===== src/rtl/comparator_seq_ctrl.sv =====
// Multi-cycle magnitude comparator: MSB-first scan, one 2-bit slice per cycle.
// Optional macro COMPARATOR_SEQ_EARLY_EXIT_EN ends the scan at the first differing pair.
module comparator_seq_ctrl #(
  parameter int WIDTH = 8
) (
  input  logic             clk,
  input  logic             rst,
  input  logic             start,
  input  logic [WIDTH-1:0] a,
  input  logic [WIDTH-1:0] b,
  output logic             busy,
  output logic             done,
  output logic             gt,
  output logic             eq,
  output logic             lt
);

  localparam int NP = WIDTH / 2;
  localparam int IW = (NP > 1) ? $clog2(NP) : 1;

  typedef enum logic {
    IDLE,
    SCAN
  } state_t;

  state_t state, state_nx;

  logic [IW-1:0]    idx;
  logic [WIDTH-1:0] sa, sb;
  logic [1:0]       pa, pb;
  logic             pgt, plt;
  logic             last, fin, accept;

`ifndef COMPARATOR_SEQ_EARLY_EXIT_EN
  logic dec, dgt;
`endif

  // Shadows shift left each cycle, so the active pair is always the top two bits.
  assign pa = sa[WIDTH-1 -: 2];
  assign pb = sb[WIDTH-1 -: 2];

  assign pgt = (pa[1] & ~pb[1]) | (~(pa[1] ^ pb[1]) & pa[0] & ~pb[0]);
  assign plt = (~pa[1] & pb[1]) | (~(pa[1] ^ pb[1]) & ~pa[0] & pb[0]);

  assign last   = (idx == '0);
  assign accept = (state == IDLE) && start;
  assign busy   = (state == SCAN);

`ifdef COMPARATOR_SEQ_EARLY_EXIT_EN
  assign fin = last | pgt | plt;
`else
  assign fin = last;
`endif

  // State register.
  always_ff @(posedge clk or posedge rst) begin
    if (rst) state <= IDLE;
    else     state <= state_nx;
  end

  // Next-state logic: start only matters in IDLE, scan ends on fin.
  always_comb begin
    state_nx = state;
    unique case (state)
      IDLE: if (start) state_nx = SCAN;
      SCAN: if (fin)   state_nx = IDLE;
      default: state_nx = IDLE;
    endcase
  end

  // Operand capture, pair stepping and result latching.
  always_ff @(posedge clk or posedge rst) begin
    if (rst) begin
      sa   <= '0;
      sb   <= '0;
      idx  <= '0;
      done <= 1'b0;
      gt   <= 1'b0;
      eq   <= 1'b0;
      lt   <= 1'b0;
`ifndef COMPARATOR_SEQ_EARLY_EXIT_EN
      dec  <= 1'b0;
      dgt  <= 1'b0;
`endif
    end else begin
      done <= 1'b0;
      if (accept) begin
        sa  <= a;
        sb  <= b;
        idx <= IW'(NP - 1);
        gt  <= 1'b0;
        eq  <= 1'b0;
        lt  <= 1'b0;
`ifndef COMPARATOR_SEQ_EARLY_EXIT_EN
        dec <= 1'b0;
        dgt <= 1'b0;
`endif
      end else if (state == SCAN) begin
        sa  <= sa << 2;
        sb  <= sb << 2;
        idx <= idx - 1'b1;
`ifdef COMPARATOR_SEQ_EARLY_EXIT_EN
        if (fin) begin
          done <= 1'b1;
          gt   <= pgt;
          lt   <= plt;
          eq   <= ~(pgt | plt);
        end
`else
        // The first differing pair decides; later pairs cannot override it.
        if (!dec && (pgt || plt)) begin
          dec <= 1'b1;
          dgt <= pgt;
        end
        if (fin) begin
          done <= 1'b1;
          gt   <= dec ? dgt  : pgt;
          lt   <= dec ? ~dgt : plt;
          eq   <= ~dec & ~(pgt | plt);
        end
`endif
      end
    end
  end

endmodule

===== config.mk =====
export PLATFORM = sky130hd
export DESIGN_NAME = comparator_seq_ctrl
export DESIGN_NICKNAME = d
export VERILOG_FILES = /design/src/rtl/comparator_seq_ctrl.sv
export SDC_FILE = /design/constraint.sdc
export NUM_CORES = 1
export LEC_CHECK = 0
export ABC_AREA = 1
export CAP_MARGIN = 20
export CORE_AREA = 2 2 53 55
export DETAILED_ROUTE_END_ITERATION = 12
export DIE_AREA = 0 0 55 57
export HOLD_SLACK_MARGIN = 0.08
export PLACE_DENSITY = 0.75
export SETUP_SLACK_MARGIN = 0.02
export SLEW_MARGIN = 20
export SYNTH_ARGS = -nofsm -noshare
export SYNTH_HDL_FRONTEND = slang
export SYNTH_SLANG_ARGS = --single-unit

===== constraint.sdc =====
create_clock -name clk -period 3.8 [get_ports clk]
set_input_delay 0.76 -clock clk [delete_from_list [all_inputs] [get_ports clk]]
set_output_delay 0.76 -clock clk [all_outputs]
set_load 0.005 [all_outputs]

==> impl_metrics.json, run 1 <==
{
  "regArea_um2": 626,
  "fin_skew_ns": 0.00192,
  "netlist_area_mm2": 0.00123,
  "multi_input_area_um2": 443,
  "drv_slew": 0,
  "fmax_ghz": 0.445,
  "synth-seq-cells": 25,
  "die_area_mm2": 0.00314,
  "cts.clk_slew.worst_paths_ns": 0.13,
  "grt_max_degree": 26,
  "grt_pass1_wl_mm": 3.53,
  "n_fill_cell": 258,
  "die_w_um": 55,
  "postSynthAreaPerCell_um2": 9.65,
  "clock_latency_ns": 0.32,
  "dr.pass1.iters": 4,
  "cap_violations": 0,
  "utilization": 0.558,
  "synth_cell_types": 20,
  "post-dp-hpwl_mm": 1.50,
  "synth_area_leaders": "dfrtp_1 51%, nand2_1 12%, inv_1 6.4%",
  "coreArea_mm2": 0.00262,
  "drt_iter0_drc": 12,
  "period_minus_slack_ns": 2.25,
  "path_buf_inv": 1,
  "yosysTopAreaCell": "dfrtp_1",
  "tightest_slew_ns": 0.888,
  "port_buffers": 23,
  "setup_tns_ns": 0,
  "cts_root_buf": "clkbuf_4",
  "final_hold_viol_count": 0,
  "rsz0062_at_grt": "false",
  "vias": 888,
  "cp-end-kind": "output port",
  "drc": 0,
  "yosys_warnings": 0,
  "cp.arrival_ns": 1.49,
  "track_usage": 0.156,
  "totalPowerFinal_w": 0.000932,
  "syn_to_final_growth_pct": 19.0,
  "cpLargestDelayFamily": "flip-flops",
  "cts_tree": "yes",
  "status": "finished clean",
  "post_cts_buffers": 0,
  "syn_nets": 149,
  "vias_per_cell": 4.91,
  "critPathRequiredTime_ns": 3.04,
  "grt-ovfl-total": 0,
  "critPathMaxFanout": 9,
  "layout_setup_ws_ns": 1.55,
  "synthCells": 127,
  "min-delay-path-class": "flop to flop",
  "holdWs_ns": 0.500,
  "layout.nets": 173,
  "die_h_um": 57,
  "cp_slowest_cell": "dfrtp_1",
  "fin_crit_sh": 0.592,
  "grt_pass1_vias": 792,
  "ir_drop_mv": 0.317,
  "clock-sinks": 25,
  "slew_headroom": 0.407,
  "power_leakage_nw": 0.689,
  "power_density_mw_per_mm2": 639,
  "avgRoutedWirePerCell_um": 11.0,
  "ctsLongestPathBuffers": 2,
  "num_rows": 19,
  "slowest_delay_ns": 0.60,
  "cts_max_level": 1,
  "antenna_found_initial": 0,
  "routabilityCongestion": 0.746,
  "detail-route-antenna-nets": 0,
  "cts_resized": 0,
  "diodes": 0,
  "cp_cell_sequence": "clkdlybuf4s50_1",
  "cts_hold_buf": 0,
  "seq_area_frac_synth": 0.510,
  "drt_wl_total_mm": 2.00,
  "setup_viol": 0,
  "cts_buffers": 3,
  "pre_cts_slack_ns": 1.88,
  "startpoint_type": "flop",
  "post-synth-top-area-fraction": 0.510,
  "io_pins": 24,
  "crit_type": "flop to output port",
  "drive_above_1_share": 0.113,
  "initial_utilization": 0.469
}
==> synth_stat cells (all sizes together) <==
master and number:
o211ai 3, o221ai 7, a22oi 1, o21ai 7, dfrtp 25, a22o 1, nand3 6, ha 3
nand2 41, nor2 5, buf 4, inv 24
==> path summary, 6_finish.rpt <==
path | startpoint | end | slack (ns) | cells past startpoint
max in group asynchronous | rst | idx[0] | 2.34 | 2
max reg2reg | busy | dgt | 2.46 | 6
min | sb[2] | sb[2] | 0.50 | 2
min reg2reg | sb[2] | sb[2] | 0.50 | 2
max | busy | busy | 1.55 | 1
min in group asynchronous | rst | gt | 0.92 | 2
==> metal layers <==
metal / routed length, µm / GRT usage
met1: 844 / 0.216
met2: 971 / 0.235
met3: 130 / 0.0262
met4: 53 / 0.0732
met5: 0 / 0
==> state kept, by name, summed over array words and instances, names as in the netlist <==
register,count
dec,1
dgt,1
sa,8
eq,1
busy,1
done,1
lt,1
idx,2
gt,1
sb,8
==> cell type report <==
| cell class | instances | share of cell area |
|---|---|---|
| well taps | 31 | 0.0266 |
| multi-input cells | 74 | 0.304 |
| flip-flops and latches | 25 | 0.429 |
| repair buffers | 23 | 0.158 |
| clock buffers | 4 | 0.0180 |
| inverters | 24 | 0.0652 |
==> power by group <==
part           switching, W  leakage (nW)  internal, W
sequential        0.0000550         0.324     0.000364
combinational      0.000224         0.350     0.000170
clock             0.0000771        0.0150    0.0000411
total              0.000356         0.689     0.000575
==> per-stage QoR <==
step                cell area [µm²]  cells
floorplan                      1230    127
global placement               1430    177
detailed placement             1430    177
CTS                            1460    181
global route                   1460    181
finish                         1460    181
==> placed cells by master, fill, tap and decap left out <==
master and instances:
ha_1 3, clkbuf_1 1, o211ai_1 2, inv_2 2, inv_1 21, o221ai_1 2, nor2_1 5, nand2_1 40
inv_6 1, clkdlybuf4s50_1 23, nand3_1 6, o21ai_2 4, clkbuf_4 3, a22o_1 1, dfrtp_1 25, o21ai_0 2
nand2_8 1, o21ai_1 1, o221ai_2 5, o211ai_2 1, a22oi_1 1
==> kinds of logic (layout without fill, tap and decap cells) <==
logic type / after synthesis / count (layout) / share of synthesized area
and+or+nand+nor: 52 / 52 / 0.179
buffers and inverters: 28 / 51 / 0.129
DFF: 25 / 25 / 0.510
AOI/OAI and AO/OA: 19 / 19 / 0.152
adders and majority gates: 3 / 3 / 0.0306
(Power assumes the default switching activity.)
==> run 2, diff against run 1 <==
==> constraint.sdc (replaced) <==
create_clock -name clk -period 2.2 [get_ports clk]
set_input_delay 0.44 -clock clk [delete_from_list [all_inputs] [get_ports clk]]
set_output_delay 0.44 -clock clk [all_outputs]
set_load 0.005 [all_outputs]
==> run 2 against run 1 <==
Net effect:
- routed wire length up 3.0%
- largest cell class unchanged
- final area up 0.60%
- sequential cell count unchanged
- global-route usage up 1.1 points
==> impl_metrics.json, run 2 (synthesis gave the netlist of run 1 again) <==
{
  "status": "finished clean",
  "critPathRequiredTime_ns": 1.76,
  "cts_max_level": 1,
  "power_leakage_nw": 0.696,
  "slowest_delay_ns": 0.58,
  "setup_viol": 0,
  "track_usage": 0.167,
  "die_area_mm2": 0.00314,
  "min-delay-path-class": "input port to asynchronous set/reset pin",
  "die_h_um": 57,
  "met2_usage": 0.269,
  "num_rows": 19,
  "ir_drop_mv": 0.533,
  "reg2reg_from": "sa[7]",
  "fmax_ghz": 0.525,
  "post-dp-hpwl_mm": 1.58,
  "cts_buffers": 3,
  "final_common_cell": "nand2_1",
  "clock_latency_ns": 0.32,
  "layout.nets": 174,
  "detail-route-antenna-nets": 0,
  "fin_cells": 182,
  "drive_above_1_share": 0.126,
  "reg2regPathDepth": 8,
  "drt_wl_total_mm": 2.06,
  "fin_crit_sh": 0.865,
  "cp_slowest_cell": "dfrtp_1",
  "drt_iter0_drc": 17,
  "cts_hold_buf": 0,
  "cp_cell_sequence": "clkdlybuf4s50_1",
  "post_cts_buffers": 0,
  "critPathMaxFanout": 9,
  "use_met1": 0.221,
  "cpLargestDelayFamily": "flip-flops",
  "grt-busiest-layer": "met2",
  "path_buf_inv": 1,
  "slew_headroom": 0.764,
  "period_minus_slack_ns": 1.90,
  "ctsLongestPathBuffers": 2,
  "final_hold_viol_count": 0,
  "grt_pass1_wl_mm": 3.89,
  "antenna_found_initial": 0,
  "drc": 0,
  "cts_root_buf": "clkbuf_4",
  "port_buffers": 23,
  "diodes": 0,
  "initial_utilization": 0.469,
  "cap_violations": 0,
  "routabilityCongestion": 0.776,
  "startpoint_type": "flop",
  "rsz0062_at_grt": "false",
  "io_pins": 24,
  "cp-end-kind": "output port",
  "vias_per_cell": 4.90,
  "totalPowerFinal_w": 0.00162,
  "power_density_mw_per_mm2": 1100,
  "syn_to_final_growth_pct": 19.7,
  "utilization": 0.561,
  "die_w_um": 55,
  "setup_tns_ns": 0,
  "grt_pass1_vias": 946,
  "coreArea_mm2": 0.00262,
  "timing.rr.end": "dec",
  "grt-ovfl-total": 0,
  "cts_resized": 0,
  "dr.pass1.iters": 4,
  "grt_use_met3": 0.0288,
  "vias": 892,
  "cp.arrival_ns": 1.46,
  "cts.clk_slew.worst_paths_ns": 0.14,
  "crit_type": "flop to output port",
  "drv_slew": 0,
  "top_regs": "sa: 8 flops, sb: 8 flops, idx: 2 flops",
  "dp.cells": 178,
  "final_cell_mix": "40 x nand2_1, 25 x dfrtp_1, 23 x clkdlybuf4s50_1",
  "grt_max_degree": 26,
  "fin_skew_ns": 0.00735,
  "cts_tree": "yes",
  "clock-sinks": 25,
  "tightest_slew_ns": 0.354,
  "avgRoutedWirePerCell_um": 11.3,
  "rrSetupSlack_ns": 0.82
}
==> run 2: cell count changes in the layout (fill, tap and decap cells not counted), sizes merged <==
cell / previous run / this run
clkbuf: 4 / 3
clkinv: 0 / 1
buf: 0 / 1
==> run 2: report_power, final <==
| part | internal, W | switching (W) |
|---|---|---|
| Sequential | 0.000629 | 0.0000918 |
| Clock | 0.0000681 | 0.000139 |
| Combinational | 0.000295 | 0.000395 |
==> run 2: worst max-delay path by stage <==
stage                      from  endpoint  cells after the start
final                      busy      busy                      1
after global routing       busy      busy                      1
after CTS                  busy      busy                      1
after detailed placement   busy      busy                      1
after global placement     busy      busy                      1
after floorplan           sa[7]       dgt                      9
==> run 2: metrics by stage <==
step	setup WS, ns	area (µm²)	hold WS [ns]
after floorplan	1.01	1230	0.452
after global placement	0.665	1440	0.463
after detailed placement	0.647	1440	0.474
after CTS	0.266	1470	0.456
after global routing	0.210	1470	0.508
final	0.296	1470	0.449
==> run 2: per-layer routing <==
metal  wire length [µm]  vias up  part of all wire
met2               1050       23              0.51
met5                  0        -                 0
met1                894      420              0.43
met3                 99        2             0.048
met4                 16        0            0.0078
li1                   -      447                 -
==> run 2: cell type report <==
class                           instances  area [µm²]
Clock inverter                          1        5.00
Sequential cell                        25         626
Clock buffer                            3        22.5
Timing Repair Buffer                   24         238
Fill cell                             256        1150
Tap cell                               31        38.8
Multi-Input combinational cell         74         443
Inverter                               24        95.1
==> run 3, diff against run 2 <==
==> constraint.sdc (replaced) <==
create_clock -name clk -period 2.09 [get_ports clk]
set_input_delay 0.418 -clock clk [delete_from_list [all_inputs] [get_ports clk]]
set_output_delay 0.418 -clock clk [all_outputs]
set_load 0.005 [all_outputs]
==> results of run 3 <==
The final DEF is identical to that of run 2. Status: finished clean.
Among the figures that moved: setup slack after placement 0.647 ns -> 0.559 ns; setup slack after layout 0.296 ns -> 0.208 ns; hold slack 0.449 ns -> 0.427 ns; register-to-register setup slack 0.82 ns -> 0.71 ns; total power 0.00162 W -> 0.00170 W; worst IR drop on VDD 0.533 mV -> 0.561 mV
==> RTL edit (flow settings as in run 3) <==
The option `COMPARATOR_SEQ_EARLY_EXIT_EN` is turned on by a define.
--- a/src/rtl/comparator_seq_ctrl.sv
+++ b/src/rtl/comparator_seq_ctrl.sv
@@ -1,5 +1,7 @@
 // Multi-cycle magnitude comparator: MSB-first scan, one 2-bit slice per cycle.
 // Optional macro COMPARATOR_SEQ_EARLY_EXIT_EN ends the scan at the first differing pair.
+`define COMPARATOR_SEQ_EARLY_EXIT_EN
+
 module comparator_seq_ctrl #(
   parameter int WIDTH = 8
 ) (
Formal check against the unedited RTL: not equivalent (Yosys sat finds a counterexample within 4 cycles, from zero or initial values and one cycle with rst high).
==> RTL edit against run 3 <==
Worst setup slack got worse by 0.0076 ns. Sequential power fell by 3.4%. Sequential cell count fell by 2. Final area fell by 6.2%. Total power fell by 0.95%. Routed wire length fell by 2.5%. Synthesized area fell by 9.2%. Non-clock buffer count did not move. Largest power group is now combinational cells.
==> RTL edit: results (changes against run 3) <==
- Status: finished, final reports clean
- HPWL after detailed placement: 1.54 mm (-2.3%)
- Gate family responsible for the most delay along the worst path: flip-flops
- Largest cells by area after synthesis: sky130_fd_sc_hd__dfrtp_1, sky130_fd_sc_hd__nand2_1, sky130_fd_sc_hd__inv_1, sky130_fd_sc_hd__o221ai_2, sky130_fd_sc_hd__ha_1
- Wire length reported by the detailed router: 2.01 mm (-2.5%)
- Portion of the post-synthesis area used by sequential elements: 51.7% (+0.66 points)
- Transition time of the tightest slew-check pin: 0.375 ns (+0.0211 ns)
- First drt pass iteration count: 4 (unchanged)
- Number of nets at the end of the flow: 158 (-9.2%)
- Leakage power of the design: 0.640 nW (-8.1%)
- Proportion of layout cells with a drive suffix above 1: 16.3% (+3.7 points)
- Worst VDD drop: 0.000572 V (+1.9%)
- Initial drt markers: 9 (-8)
- Cell at the root of the clock tree: sky130_fd_sc_hd__clkbuf_4
- Filler cell count in the final layout: 273 (+6.6%)
- Setup slack of the worst register-to-register path: 0.67 ns (-0.04 ns)
- Number of nets produced by synthesis: 133 (-11%)
- Most common library cells after synthesis: sky130_fd_sc_hd__nand2_1, sky130_fd_sc_hd__dfrtp_1, sky130_fd_sc_hd__inv_1
- Final estimated routing congestion in global placement: 0.763 (-1.7%)
- Clock skew: 0.00209 ns (-0.00526 ns)
- Arrival time at the worst endpoint: 1.47 ns
- Primary flip-flop cell chosen by synthesis mapping: sky130_fd_sc_hd__dfrtp_1
- Global-route wire length before repair: 3.44 mm (-12%)
- Pin count of the biggest net entering global routing: 24 (-7.7%)
- Number of unique standard cell types used by synthesis: 22 (+10%)
- Number of global-route vias before repair: 848 (-10%)
- Total Routing Usage GR: 15.1% (-1.5 points)
- Vias after detailed routing: 836 (-6.3%)
- Min-delay worst type: input pin to async pin
-- RTL edit: cell types whose count changed in the layout (fill, tap and decap cells not counted), moves of 2 or more --
| cell | before | now |
|---|---|---|
| sky130_fd_sc_hd__nand2_1 | 40 | 29 |
| sky130_fd_sc_hd__nor2_1 | 5 | 2 |
| sky130_fd_sc_hd__dfrtp_1 | 25 | 23 |
| sky130_fd_sc_hd__inv_1 | 21 | 19 |
-- RTL edit: worst paths after layout --
check | cells after the start | endpoint | startpoint
hold / removal | 3 | busy | rst
setup / recovery | 1 | busy | busy
min in group clk | 1 | idx[0] | idx[0]
setup reg to reg | 7 | busy | sa[7]
hold reg to reg | 1 | idx[0] | idx[0]
max in group asynchronous | 3 | gt | rst
-- RTL edit: layout make-up --
class | instances | area share [%]
inverters | 22 | 6.18
multi-input cells | 62 | 29.9
clock inverters | 1 | 0.364
well taps | 31 | 2.82
repair buffers | 24 | 17.3
flip-flops and latches | 23 | 41.8
clock buffers | 3 | 1.64
-- RTL edit: logic make-up (layout without fill, tap and decap cells) --
| kind of cell | count (synthesis) | in the layout | synth area share, % |
|---|---|---|---|
| and+or+nand+nor | 39 | 39 | 15.6 |
| adders and majority gates | 3 | 3 | 3.37 |
| AOI/OAI and AO/OA | 20 | 20 | 18.0 |
| buffers and inverters | 26 | 50 | 11.3 |
| DFF | 23 | 23 | 51.7 |
-- RTL edit: metal layers --
| metal | global-route usage [%] | part of all wire [%] |
|---|---|---|
| met5 | 0 | 0 |
| met4 | 5.23 | 0 |
| met3 | 2.36 | 5.7 |
| met2 | 26.5 | 54 |
| met1 | 18.2 | 40 |
-- RTL edit: power by group --
group | switching (W) | internal (W) | total [W]
Combinational | 0.000420 | 0.000331 | 0.000751
Clock | 0.000132 | 0.0000714 | 0.000203
Sequential | 0.000105 | 0.000628 | 0.000733
Total | 0.000657 | 0.00103 | 0.00169
-- RTL edit: through the flow --
| step | power [W] | hold slack (ns) | instances | setup slack [ns] | instance area [sq um] |
|---|---|---|---|---|---|
| floorplan | 0.00131 | 0.420 | 111 | 0.821 | 1110 |
| global placement | 0.00146 | 0.479 | 162 | 0.455 | 1350 |
| detailed placement | 0.00151 | 0.486 | 162 | 0.413 | 1350 |
| CTS | 0.00171 | 0.443 | 166 | 0.183 | 1380 |
| global route | 0.00184 | 0.483 | 166 | 0.102 | 1380 |
| finish | 0.00169 | 0.441 | 166 | 0.201 | 1380 |
